--- src/rtl/vga_timing_pkg.sv ---
// rtl/vga_timing_pkg.sv - shared 640x480@60 raster constants, coordinate width and decode types
//
// Purpose : default VGA timing constants and a packed record of the decoded
//           timing signals, shared by the timing generator and the colour stages.
// Contents: COORD_W, VGA_* default geometry, vga_timing_t, in_span().

package vga_timing_pkg;

    // Width of every beam counter and active-area coordinate.
    localparam int COORD_W = 10;

    // 640x480@60 on a 25.125 MHz pixel clock.
    localparam int VGA_H_PIXELS = 800;
    localparam int VGA_V_LINES  = 521;
    localparam int VGA_H_PULSE  = 96;
    localparam int VGA_V_PULSE  = 2;
    localparam int VGA_H_BP     = 144;
    localparam int VGA_H_FP     = 784;
    localparam int VGA_V_BP     = 31;
    localparam int VGA_V_FP     = 511;
    localparam int VGA_FC_W     = 32;

    // Everything that is decoded from the beam position and registered together.
    typedef struct packed {
        logic               hsync;
        logic               vsync;
        logic               active;
        logic [COORD_W-1:0] x;
        logic [COORD_W-1:0] y;
        logic               line_start;
        logic               frame_start;
    } vga_timing_t;

    // Half-open window test: lo <= v < hi.
    function automatic logic in_span(input logic [COORD_W-1:0] v,
                                     input logic [COORD_W-1:0] lo,
                                     input logic [COORD_W-1:0] hi);
        return (v >= lo) && (v < hi);
    endfunction

endpackage

--- src/rtl/vga_axis_counter.sv ---
// rtl/vga_axis_counter.sv - wrapping beam counter for one raster axis
//
// Purpose : counts 0..MAX-1, advancing when en and inc are both high.
// Ports   : clk        in   clock
//           rst        in   asynchronous active-high reset
//           en         in   global count enable
//           inc        in   advance request for this axis
//           count      out  registered count
//           count_next out  value count takes at the next edge
//           wrap       out  high in the cycle whose edge takes count from MAX-1 to 0

module vga_axis_counter
    import vga_timing_pkg::*;
#(
    parameter int MAX = 800
) (
    input  logic               clk,
    input  logic               rst,
    input  logic               en,
    input  logic               inc,
    output logic [COORD_W-1:0] count,
    output logic [COORD_W-1:0] count_next,
    output logic               wrap
);

    localparam logic [COORD_W-1:0] LAST = COORD_W'(MAX - 1);

    logic [COORD_W-1:0] count_q;
    logic [COORD_W-1:0] count_d;
    logic               wrap_d;

    always_comb begin
        count_d = count_q;
        wrap_d  = 1'b0;
        if (en && inc) begin
            if (count_q == LAST) begin
                count_d = '0;
                wrap_d  = 1'b1;
            end else begin
                count_d = count_q + 1'b1;
            end
        end
    end

    always_ff @(posedge clk or posedge rst) begin
        if (rst) begin
            count_q <= '0;
        end else begin
            count_q <= count_d;
        end
    end

    assign count      = count_q;
    assign count_next = count_d;
    assign wrap       = wrap_d;

endmodule

--- src/rtl/vga_timing_gen.sv ---
// rtl/vga_timing_gen.sv - VGA raster timing generator (beam counters, syncs, active area, strobes)
//
// Purpose : free-running hc/vc beam counters with registered sync, active-video,
//           active-area coordinates, line/frame strobes and a frame counter.
//           Decode is taken from the next-count values so every registered
//           output describes the hc/vc it is presented with.
// Macro   : VGA_TIMING_PIPE_EN - adds one register stage on the decoded
//           outputs (syncs, active, x, y, strobes); hc, vc, frame_count stay undelayed.
// Ports   : clk          in   pixel clock
//           rst          in   asynchronous active-high reset
//           en           in   count enable, low freezes everything (strobes read 0)
//           hc, vc       out  beam counters
//           vga_hsync    out  low while hc < H_PULSE
//           vga_vsync    out  low while vc < V_PULSE
//           active       out  inside the visible window
//           x, y         out  active-area coordinates, 0 outside the window
//           line_start   out  one-cycle strobe on each hc wrap to 0
//           frame_start  out  one-cycle strobe when hc and vc both wrap to 0
//           frame_count  out  frames completed, modulo 2^FC_W

module vga_timing_gen
    import vga_timing_pkg::*;
#(
    parameter int H_PIXELS = VGA_H_PIXELS,
    parameter int V_LINES  = VGA_V_LINES,
    parameter int H_PULSE  = VGA_H_PULSE,
    parameter int V_PULSE  = VGA_V_PULSE,
    parameter int H_BP     = VGA_H_BP,
    parameter int H_FP     = VGA_H_FP,
    parameter int V_BP     = VGA_V_BP,
    parameter int V_FP     = VGA_V_FP,
    parameter int FC_W     = VGA_FC_W
) (
    input  logic               clk,
    input  logic               rst,
    input  logic               en,
    output logic [COORD_W-1:0] hc,
    output logic [COORD_W-1:0] vc,
    output logic               vga_hsync,
    output logic               vga_vsync,
    output logic               active,
    output logic [COORD_W-1:0] x,
    output logic [COORD_W-1:0] y,
    output logic               line_start,
    output logic               frame_start,
    output logic [FC_W-1:0]    frame_count
);

    localparam logic [COORD_W-1:0] H_PULSE_C = COORD_W'(H_PULSE);
    localparam logic [COORD_W-1:0] V_PULSE_C = COORD_W'(V_PULSE);
    localparam logic [COORD_W-1:0] H_BP_C    = COORD_W'(H_BP);
    localparam logic [COORD_W-1:0] H_FP_C    = COORD_W'(H_FP);
    localparam logic [COORD_W-1:0] V_BP_C    = COORD_W'(V_BP);
    localparam logic [COORD_W-1:0] V_FP_C    = COORD_W'(V_FP);

    logic [COORD_W-1:0] hc_cur;
    logic [COORD_W-1:0] hc_next;
    logic               h_wrap;
    logic [COORD_W-1:0] vc_cur;
    logic [COORD_W-1:0] vc_next;
    logic               v_wrap;

    logic [FC_W-1:0]    frame_count_q;
    logic [FC_W-1:0]    frame_count_d;

    vga_timing_t        dec_d;
    vga_timing_t        dec_q;
    vga_timing_t        dec_out;

    logic               h_act;
    logic               v_act;

    vga_axis_counter #(
        .MAX        (H_PIXELS)
    ) u_h_counter (
        .clk        (clk),
        .rst        (rst),
        .en         (en),
        .inc        (1'b1),
        .count      (hc_cur),
        .count_next (hc_next),
        .wrap       (h_wrap)
    );

    // The vertical axis only advances on the horizontal wrap edge.
    vga_axis_counter #(
        .MAX        (V_LINES)
    ) u_v_counter (
        .clk        (clk),
        .rst        (rst),
        .en         (en),
        .inc        (h_wrap),
        .count      (vc_cur),
        .count_next (vc_next),
        .wrap       (v_wrap)
    );

    // v_wrap already implies en and h_wrap, i.e. the last pixel of the frame.
    always_comb begin
        frame_count_d = frame_count_q + {{(FC_W-1){1'b0}}, v_wrap};
    end

    always_ff @(posedge clk or posedge rst) begin
        if (rst) begin
            frame_count_q <= '0;
        end else begin
            frame_count_q <= frame_count_d;
        end
    end

    // Decode from the post-edge counter values so the registered result
    // lines up with hc/vc in the same cycle.
    always_comb begin
        dec_d             = '0;
        h_act             = in_span(hc_next, H_BP_C, H_FP_C);
        v_act             = in_span(vc_next, V_BP_C, V_FP_C);
        dec_d.hsync       = (hc_next >= H_PULSE_C);
        dec_d.vsync       = (vc_next >= V_PULSE_C);
        dec_d.active      = h_act && v_act;
        dec_d.x           = (h_act && v_act) ? (hc_next - H_BP_C) : '0;
        dec_d.y           = (h_act && v_act) ? (vc_next - V_BP_C) : '0;
        // Strobes come only from real wrap transitions, never from reset release.
        dec_d.line_start  = h_wrap;
        dec_d.frame_start = v_wrap;
    end

    always_ff @(posedge clk or posedge rst) begin
        if (rst) begin
            dec_q <= '0;
        end else if (en) begin
            dec_q <= dec_d;
        end else begin
            dec_q.line_start  <= 1'b0;
            dec_q.frame_start <= 1'b0;
        end
    end

`ifdef VGA_TIMING_PIPE_EN
    // Extra stage for colour stages that register RGB one clock after
    // sampling hc/vc; it freezes with en like the first stage.
    vga_timing_t pipe_q;

    always_ff @(posedge clk or posedge rst) begin
        if (rst) begin
            pipe_q <= '0;
        end else if (en) begin
            pipe_q <= dec_q;
        end else begin
            pipe_q.line_start  <= 1'b0;
            pipe_q.frame_start <= 1'b0;
        end
    end

    assign dec_out = pipe_q;
`else
    assign dec_out = dec_q;
`endif

    assign hc          = hc_cur;
    assign vc          = vc_cur;
    assign frame_count = frame_count_q;
    assign vga_hsync   = dec_out.hsync;
    assign vga_vsync   = dec_out.vsync;
    assign active      = dec_out.active;
    assign x           = dec_out.x;
    assign y           = dec_out.y;
    assign line_start  = dec_out.line_start;
    assign frame_start = dec_out.frame_start;

endmodule

--- config.mk ---
export PLATFORM = sky130hd
export DESIGN_NAME = vga_timing_gen
export DESIGN_NICKNAME = d
export VERILOG_FILES = /design/src/rtl/vga_timing_pkg.sv /design/src/rtl/vga_axis_counter.sv /design/src/rtl/vga_timing_gen.sv
export SDC_FILE = /design/constraint.sdc
export NUM_CORES = 1
export LEC_CHECK = 0
export BUFFER_PORTS_ARGS = -buffer_cell sky130_fd_sc_hd__clkbuf_2
export CAP_MARGIN = 20
export CORE_MARGIN = 2
export CORE_UTILIZATION = 59
export DETAILED_ROUTE_END_ITERATION = 7
export PLACE_DENSITY_LB_ADDON = 0.12
export SKIP_LAST_GASP = 1
export SLEW_MARGIN = 20
export SYNTH_ARGS = -nofsm -noshare
export SYNTH_HDL_FRONTEND = slang
export SYNTH_SLANG_ARGS = --single-unit
--- constraint.sdc ---
create_clock -name clk -period 9 [get_ports clk]
set_input_delay 1.8 -clock clk [delete_from_list [all_inputs] [get_ports clk]]
set_output_delay 1.8 -clock clk [all_outputs]
set_load 0.02 [all_outputs]
==> flow_summary.toml, run 1 <==
[status]
run_status = "finished, final reports clean"

[sta]
maxClockFrequency_ghz = 0.201
finalHoldViolCount = 0
report.final.slew_viol_count = 0
tns_ns = 0
post_route_skew_ns = 0.00902
period_share_pct = 55.4
rsz0062_at_grt = "no"
timing.final.crit_period_ns = 4.98
setup-violations-final = 0
worst-slew-pin-transition_ns = 0.957
worst_slew_margin_rel_pct = 36.0

[floorplan]
ioPinCount = 80
die_width_um = 86.3
core_area_um2 = 6460
std_cell_rows = 29
initial_cell_density_of_the_core_pct = 61.8
die_height_um = 86.3
dieArea_um2 = 7440

[clock_tree]
cts_num_sinks = 77
hold_buf_count_cts = 0
cts.path.max_buffers = 2
path_clk_slew_ns = 0.08
tritoncts = "done"
cts_repair_resize_count = 0
cts_post_setup_buffers_inserted = 0
clock_tree.htree_level_count = 3
clkLatencyLatePin_ns = 0.35
clock_tree.root_cell = "sky130_fd_sc_hd__clkbuf_8"
tritoncts.num_buffers = 9

[finish]
antennaDiodeCount = 0
layout-drive-gt1-share_pct = 24.0
stdcell_area_um2 = 4570
layout-area-overhead-vs-synth_pct = 14.3
fin_nets = 467
fillerInstances = 492
finalNonFillerCells = 536

[synthesis]
synth_edf_count = 0
yosys_register_bits = 77
netlist.top_cell.by_area = "sky130_fd_sc_hd__dfrtp_1"
synth-seq-area-share_pct = 48.2
synthCells = 380
yosys.cell_count.top_type = "sky130_fd_sc_hd__dfrtp_1"
synthArstFlopShare_pct = 100
postSynth.topFlopCell = "sky130_fd_sc_hd__dfrtp_1"
mapped_area_um2 = 3990
mappedNetlistNets = 393
ys_top_cells_by_area = "sky130_fd_sc_hd__dfrtp_1 (48%), sky130_fd_sc_hd__xnor2_1 (8.1%), sky130_fd_sc_hd__o2bb2ai_1 (3.7%), sky130_fd_sc_hd__nand3_1 (3.6%), sky130_fd_sc_hd__ha_1 (3.1%)"
synth.yosys.warnings = 0
synth_top_area_share_pct = 48.2
synthDistinctLibCells = 60
avgSynthCellArea_um2 = 10.5
post_synth_most_frequent_cells = "sky130_fd_sc_hd__dfrtp_1 (77), sky130_fd_sc_hd__xnor2_1 (37), sky130_fd_sc_hd__nand2_1 (30), sky130_fd_sc_hd__nand3_1 (29), sky130_fd_sc_hd__inv_1 (20)"

[drt]
detail_route.first_pass.iterations = 4
ant_nets = 0
detail_route.vias_per_cell = 5.83
wl_per_cell_um = 15.7
routed_wirelength_um = 8430
drc_violation_count_after_routing = 0
route.vias.total = 3127
detailedRoute.firstIterationViolations = 189

[job]
maxCapViolations = 0

[power_and_ir_drop]
total_leakage_power_nw = 2.22
worst_voltage_drop_across_the_vdd_grid_uv = 90.4
power-per-cell-area_nw_per_um2 = 161

[placed_design]
numPortBuffers = 79
globalplace.congestion = 0.907
place_inst = 520
detailed_place_hpwl_um = 6050
placement.cell_area_um2 = 4400

[setup_path]
timing.reg2reg.worst_path_depth = 12
crit_type = "in2reg"
critPathCaptureType = "flop"
worst_ep_required_time_ns = 9.25
cp_max_fo = 22
critPathArrivalTime_ns = 5.23
setup.worst_path.start_class = "input port"

[global_routing]
grt_antenna_before_repair = 0
globalRouteTotalUtil_pct = 24.1
grt_first_pass_wirelength_um = 14100
total_congestion_overflow = 0
maximum_number_of_pins_on_one_net_before_global_route_repair = 78
first_global_vias = 2925

[hold_path]
worstHoldPathType = "reg2reg"
min_delay_path_depth = 1
## path summary, 6_finish.rpt
path / slack, ns / to / from
min in group asynchronous: 1.70 / u_h_counter.count[6]$_DFF_PP0_ / rst
max: 4.02 / y[4]$_DFFE_PP0P_ / en
min reg2reg: 0.49 / frame_count[31]$_DFF_PP0_ / frame_count[31]$_DFF_PP0_
min: 0.49 / frame_count[31]$_DFF_PP0_ / frame_count[31]$_DFF_PP0_
max in group asynchronous: 6.69 / y[7]$_DFFE_PP0P_ / rst
max reg2reg: 5.00 / y[4]$_DFFE_PP0P_ / u_h_counter.count[0]$_DFF_PP0_
## cells in the final DEF (no fill, tap or decap), types with 7 or more instances in the layout
cell type and n:
sky130_fd_sc_hd__xor2_1 14, sky130_fd_sc_hd__o2bb2ai_1 17, sky130_fd_sc_hd__xnor2_1 37, sky130_fd_sc_hd__dfrtp_1 77
sky130_fd_sc_hd__a21oi_1 7, sky130_fd_sc_hd__nand3_1 29, sky130_fd_sc_hd__and3_1 11, sky130_fd_sc_hd__nor2_1 16
sky130_fd_sc_hd__clkbuf_8 9, sky130_fd_sc_hd__ha_1 10, sky130_fd_sc_hd__nor3_1 8, sky130_fd_sc_hd__nand2_1 30
sky130_fd_sc_hd__inv_1 19, sky130_fd_sc_hd__nand4_1 14, sky130_fd_sc_hd__o21ai_0 7, sky130_fd_sc_hd__clkbuf_2 79
## power by group
group | total [W] | internal [W] | switching [W] | leakage (nW)
registers | 0.000390 | 0.000357 | 0.0000335 | 1.06
logic | 0.000115 | 0.0000419 | 0.0000731 | 1.09
clock network | 0.000228 | 0.0000990 | 0.000129 | 0.0743
## flip-flops by register name, summed over array words and instances, names as in the netlist, 10 cells and up
name               flops
u_v_counter.count     10
x                     10
frame_count           32
u_h_counter.count     10
y                     10
## worst max-delay path, cell delays in order
cell and delay, ns:
sky130_fd_sc_hd__clkbuf_2 0.34, sky130_fd_sc_hd__nand4_1 0.23, sky130_fd_sc_hd__nor2_1 0.23, sky130_fd_sc_hd__xor2_1 0.21
sky130_fd_sc_hd__nand2_1 0.12, sky130_fd_sc_hd__ha_1 0.25, sky130_fd_sc_hd__nand3_1 0.10, sky130_fd_sc_hd__a211oi_1 0.08
sky130_fd_sc_hd__nor4b_1 0.43, sky130_fd_sc_hd__nor3b_1 0.16, sky130_fd_sc_hd__a2111oi_4 0.39, sky130_fd_sc_hd__o211ai_2 0.45
sky130_fd_sc_hd__o32ai_1 0.43
## metrics by stage
stage               hold slack [ns]  utilization [%]  setup WS, ns  total power, W
finish                        0.489             70.7          4.02        0.000733
floorplan                     0.582                -          4.56        0.000482
CTS                           0.490             70.7          4.03        0.000739
detailed placement            0.473             68.1          3.63        0.000511
global route                  0.504             70.7          3.63        0.000771
global placement              0.460             68.1          3.79        0.000514
## routing by layer
layer / GRT usage, % / wire length (µm) / vias to the layer above
met5: 0 / 0 / -
met2: 35.9 / 3940 / 99
met1: 34.8 / 3880 / 1522
li1: - / - / 1502
met4: 8.10 / 52 / 0
met3: 5.90 / 558 / 4
## logic make-up (layout without fill, tap and decap cells)
kind of cell / Yosys count / after routing / share of synthesized area (%)
simple gates: 139 / 139 / 19.4
flops: 77 / 77 / 48.2
compound gates: 62 / 62 / 12.5
xor+xnor: 52 / 52 / 11.9
buf+inv: 38 / 117 / 4.35
fa+ha+maj: 10 / 10 / 3.13
mux: 2 / 2 / 0.501
## layout make-up
type	count	area, µm²	share of cell area, %
repair buffers	80	403	8.82
well taps	77	96.3	2.11
clock buffers	10	128	2.80
multi-input cells	265	1890	41.5
flip-flops and latches	77	1930	42.2
clock inverters	6	40.0	0.877
inverters	21	78.8	1.73
No activity file was read; power rests on OpenSTA's default activity.
==> run 2: changes to the inputs <==
Settings changed: CORE_UTILIZATION 59 to 55.
Clock period 9 ns to 4.73 ns, I/O delays scaled along.
==> run 2 against run 1 <==
Global-route usage down 1.2 points. Cell count up 4.5%. Worst hold slack worse by 0.00096 ns. Core utilization down 5.8 points. Worst setup slack worse by 3.3 ns. Critical path depth down 1. Clock power up 110%. Largest cell class unchanged. Largest power group unchanged.
==> flow_summary.toml, run 2 (same netlist as run 1, synthesis figures left out) <==
[power_and_ir_drop]
power-per-cell-area_nw_per_um2 = 314
total_leakage_power_nw = 2.25
worst_voltage_drop_across_the_vdd_grid_uv = 147

[finish]
antennaDiodeCount = 0
fin_nets = 469
largest_register_ff_count = 32
layout_commonest_cell = "sky130_fd_sc_hd__clkbuf_2"
layout-area-overhead-vs-synth_pct = 16.0
layout-drive-gt1-share_pct = 24.3
stdcell_area_um2 = 4630
most-common-layout-cells = "sky130_fd_sc_hd__clkbuf_2 (79), sky130_fd_sc_hd__dfrtp_1 (77), sky130_fd_sc_hd__xnor2_1 (37)"

[placed_design]
numPortBuffers = 79
globalplace.congestion = 0.952
detailed_place_hpwl_um = 6240
placement.cell_area_um2 = 4440

[clock_tree]
clock_tree.htree_level_count = 3
cts_repair_resize_count = 0
cts_post_setup_buffers_inserted = 0
cts.path.max_buffers = 2
hold_buf_count_cts = 0
cts_num_sinks = 77
clkLatencyLatePin_ns = 0.34
path_clk_slew_ns = 0.08
clock_tree.root_cell = "sky130_fd_sc_hd__clkbuf_8"
tritoncts.num_buffers = 9
tritoncts = "done"

[setup_path]
timing.reg2reg.worst_path_depth = 12
critPathArrivalTime_ns = 4.24
worst_r2r_endpoint = "y[4]$_DFFE_PP0P_"
crit_type = "reg2reg"
setup.reg_to_reg.worst_slack_ns = 0.73
setup.worst_path.start_class = "flop"
critPathCaptureType = "flop"
rr_startpoint = "u_h_counter.count[0]$_DFF_PP0_"
cp_max_fo = 21
worst_ep_required_time_ns = 4.97

[global_routing]
total_congestion_overflow = 0
globalRouteTotalUtil_pct = 22.9
first_global_vias = 2900
grt_antenna_before_repair = 0
grt_first_pass_wirelength_um = 14000
maximum_number_of_pins_on_one_net_before_global_route_repair = 49

[sta]
rsz0062_at_grt = "no"
report.final.slew_viol_count = 0
finalHoldViolCount = 0
post_route_skew_ns = 0.0102
maxClockFrequency_ghz = 0.250
period_share_pct = 84.6
setup-violations-final = 0
tns_ns = 0
worst-slew-pin-transition_ns = 0.941
timing.final.crit_period_ns = 4.00
worst_slew_margin_rel_pct = 37.1

[drt]
wl_per_cell_um = 15.6
routed_wirelength_um = 8720
detail_route.first_pass.iterations = 4
drc_violation_count_after_routing = 0
detailedRoute.firstIterationViolations = 174
ant_nets = 0
route.vias.total = 3151
detail_route.vias_per_cell = 5.63

[floorplan]
die_width_um = 89.2
ioPinCount = 80
dieArea_um2 = 7960
initial_cell_density_of_the_core_pct = 56.0
std_cell_rows = 31
die_height_um = 89.2
core_area_um2 = 7140

[hold_path]
min_delay_path_depth = 1
worstHoldPathType = "reg2reg"
min-delay-start = "frame_count[31]$_DFF_PP0_"
worstHoldEndpoint = "frame_count[31]$_DFF_PP0_"

[status]
run_status = "finished, final reports clean"

[job]
maxCapViolations = 0
## run 2: worst max-delay path by stage
| stage | slack [ns] | endpoint | from | cells past startpoint |
|---|---|---|---|---|
| global route | 0.31 | y[4]$_DFFE_PP0P_ | u_h_counter.count[0]$_DFF_PP0_ | 12 |
| global placement | 0.63 | y[4]$_DFFE_PP0P_ | en | 13 |
| floorplan | 1.15 | x[0]$_DFFE_PP0P_ | en | 14 |
| CTS | 0.72 | y[4]$_DFFE_PP0P_ | u_h_counter.count[0]$_DFF_PP0_ | 12 |
| finish | 0.73 | y[4]$_DFFE_PP0P_ | u_h_counter.count[0]$_DFF_PP0_ | 12 |
| detailed placement | 0.54 | y[4]$_DFFE_PP0P_ | en | 13 |
## run 2: layout make-up
type	count	area (µm²)
clock buffer	10	128
clock inverter	6	63.8
tap	99	124
inverter	21	80.1
multi-input combinational	265	1890
timing repair buffer	82	418
sequential	77	1930
fill	627	2500
## run 2: report_power, final
group | switching [W] | internal [W]
Combinational | 0.000145 | 0.0000814
Sequential | 0.0000637 | 0.000679
Clock | 0.000244 | 0.000243
Total | 0.000453 | 0.00100
## run 2: critical path: stages, from the launching register on
cell and delay, ns:
sky130_fd_sc_hd__dfrtp_1 0.55, sky130_fd_sc_hd__ha_1 0.37, sky130_fd_sc_hd__nand4_1 0.21, sky130_fd_sc_hd__xnor2_1 0.37, sky130_fd_sc_hd__inv_1 0.11, sky130_fd_sc_hd__ha_1 0.28
sky130_fd_sc_hd__nand3_1 0.11, sky130_fd_sc_hd__a211oi_1 0.08, sky130_fd_sc_hd__nor4b_1 0.44, sky130_fd_sc_hd__nor3b_1 0.15, sky130_fd_sc_hd__a2111oi_4 0.38, sky130_fd_sc_hd__o211ai_2 0.44
sky130_fd_sc_hd__o32ai_1 0.41
## run 2: per-stage QoR
stage / cells / utilization, % / hold slack (ns) / power [W] / setup slack (ns)
final: 560 / 64.9 / 0.488 / 0.00146 / 0.726
after global routing: 560 / 64.9 / 0.505 / 0.00153 / 0.310
after CTS: 560 / 64.9 / 0.486 / 0.00147 / 0.717
after detailed placement: 544 / 62.2 / 0.473 / 0.000978 / 0.543
after global placement: 544 / 62.2 / 0.461 / 0.000978 / 0.627
after floorplan: 380 / - / 0.582 / 0.000917 / 1.15
## run 2: per-layer routing
metal / share of wire, % / routed length [µm] / track usage [%] / vias up
li1: - / - / - / 1517
met2: 47 / 4120 / 35.2 / 93
met4: 1.5 / 132 / 8.96 / 0
met1: 46 / 4000 / 31.9 / 1527
met3: 5.4 / 470 / 4.80 / 14
met5: 0 / 0 / 0 / -
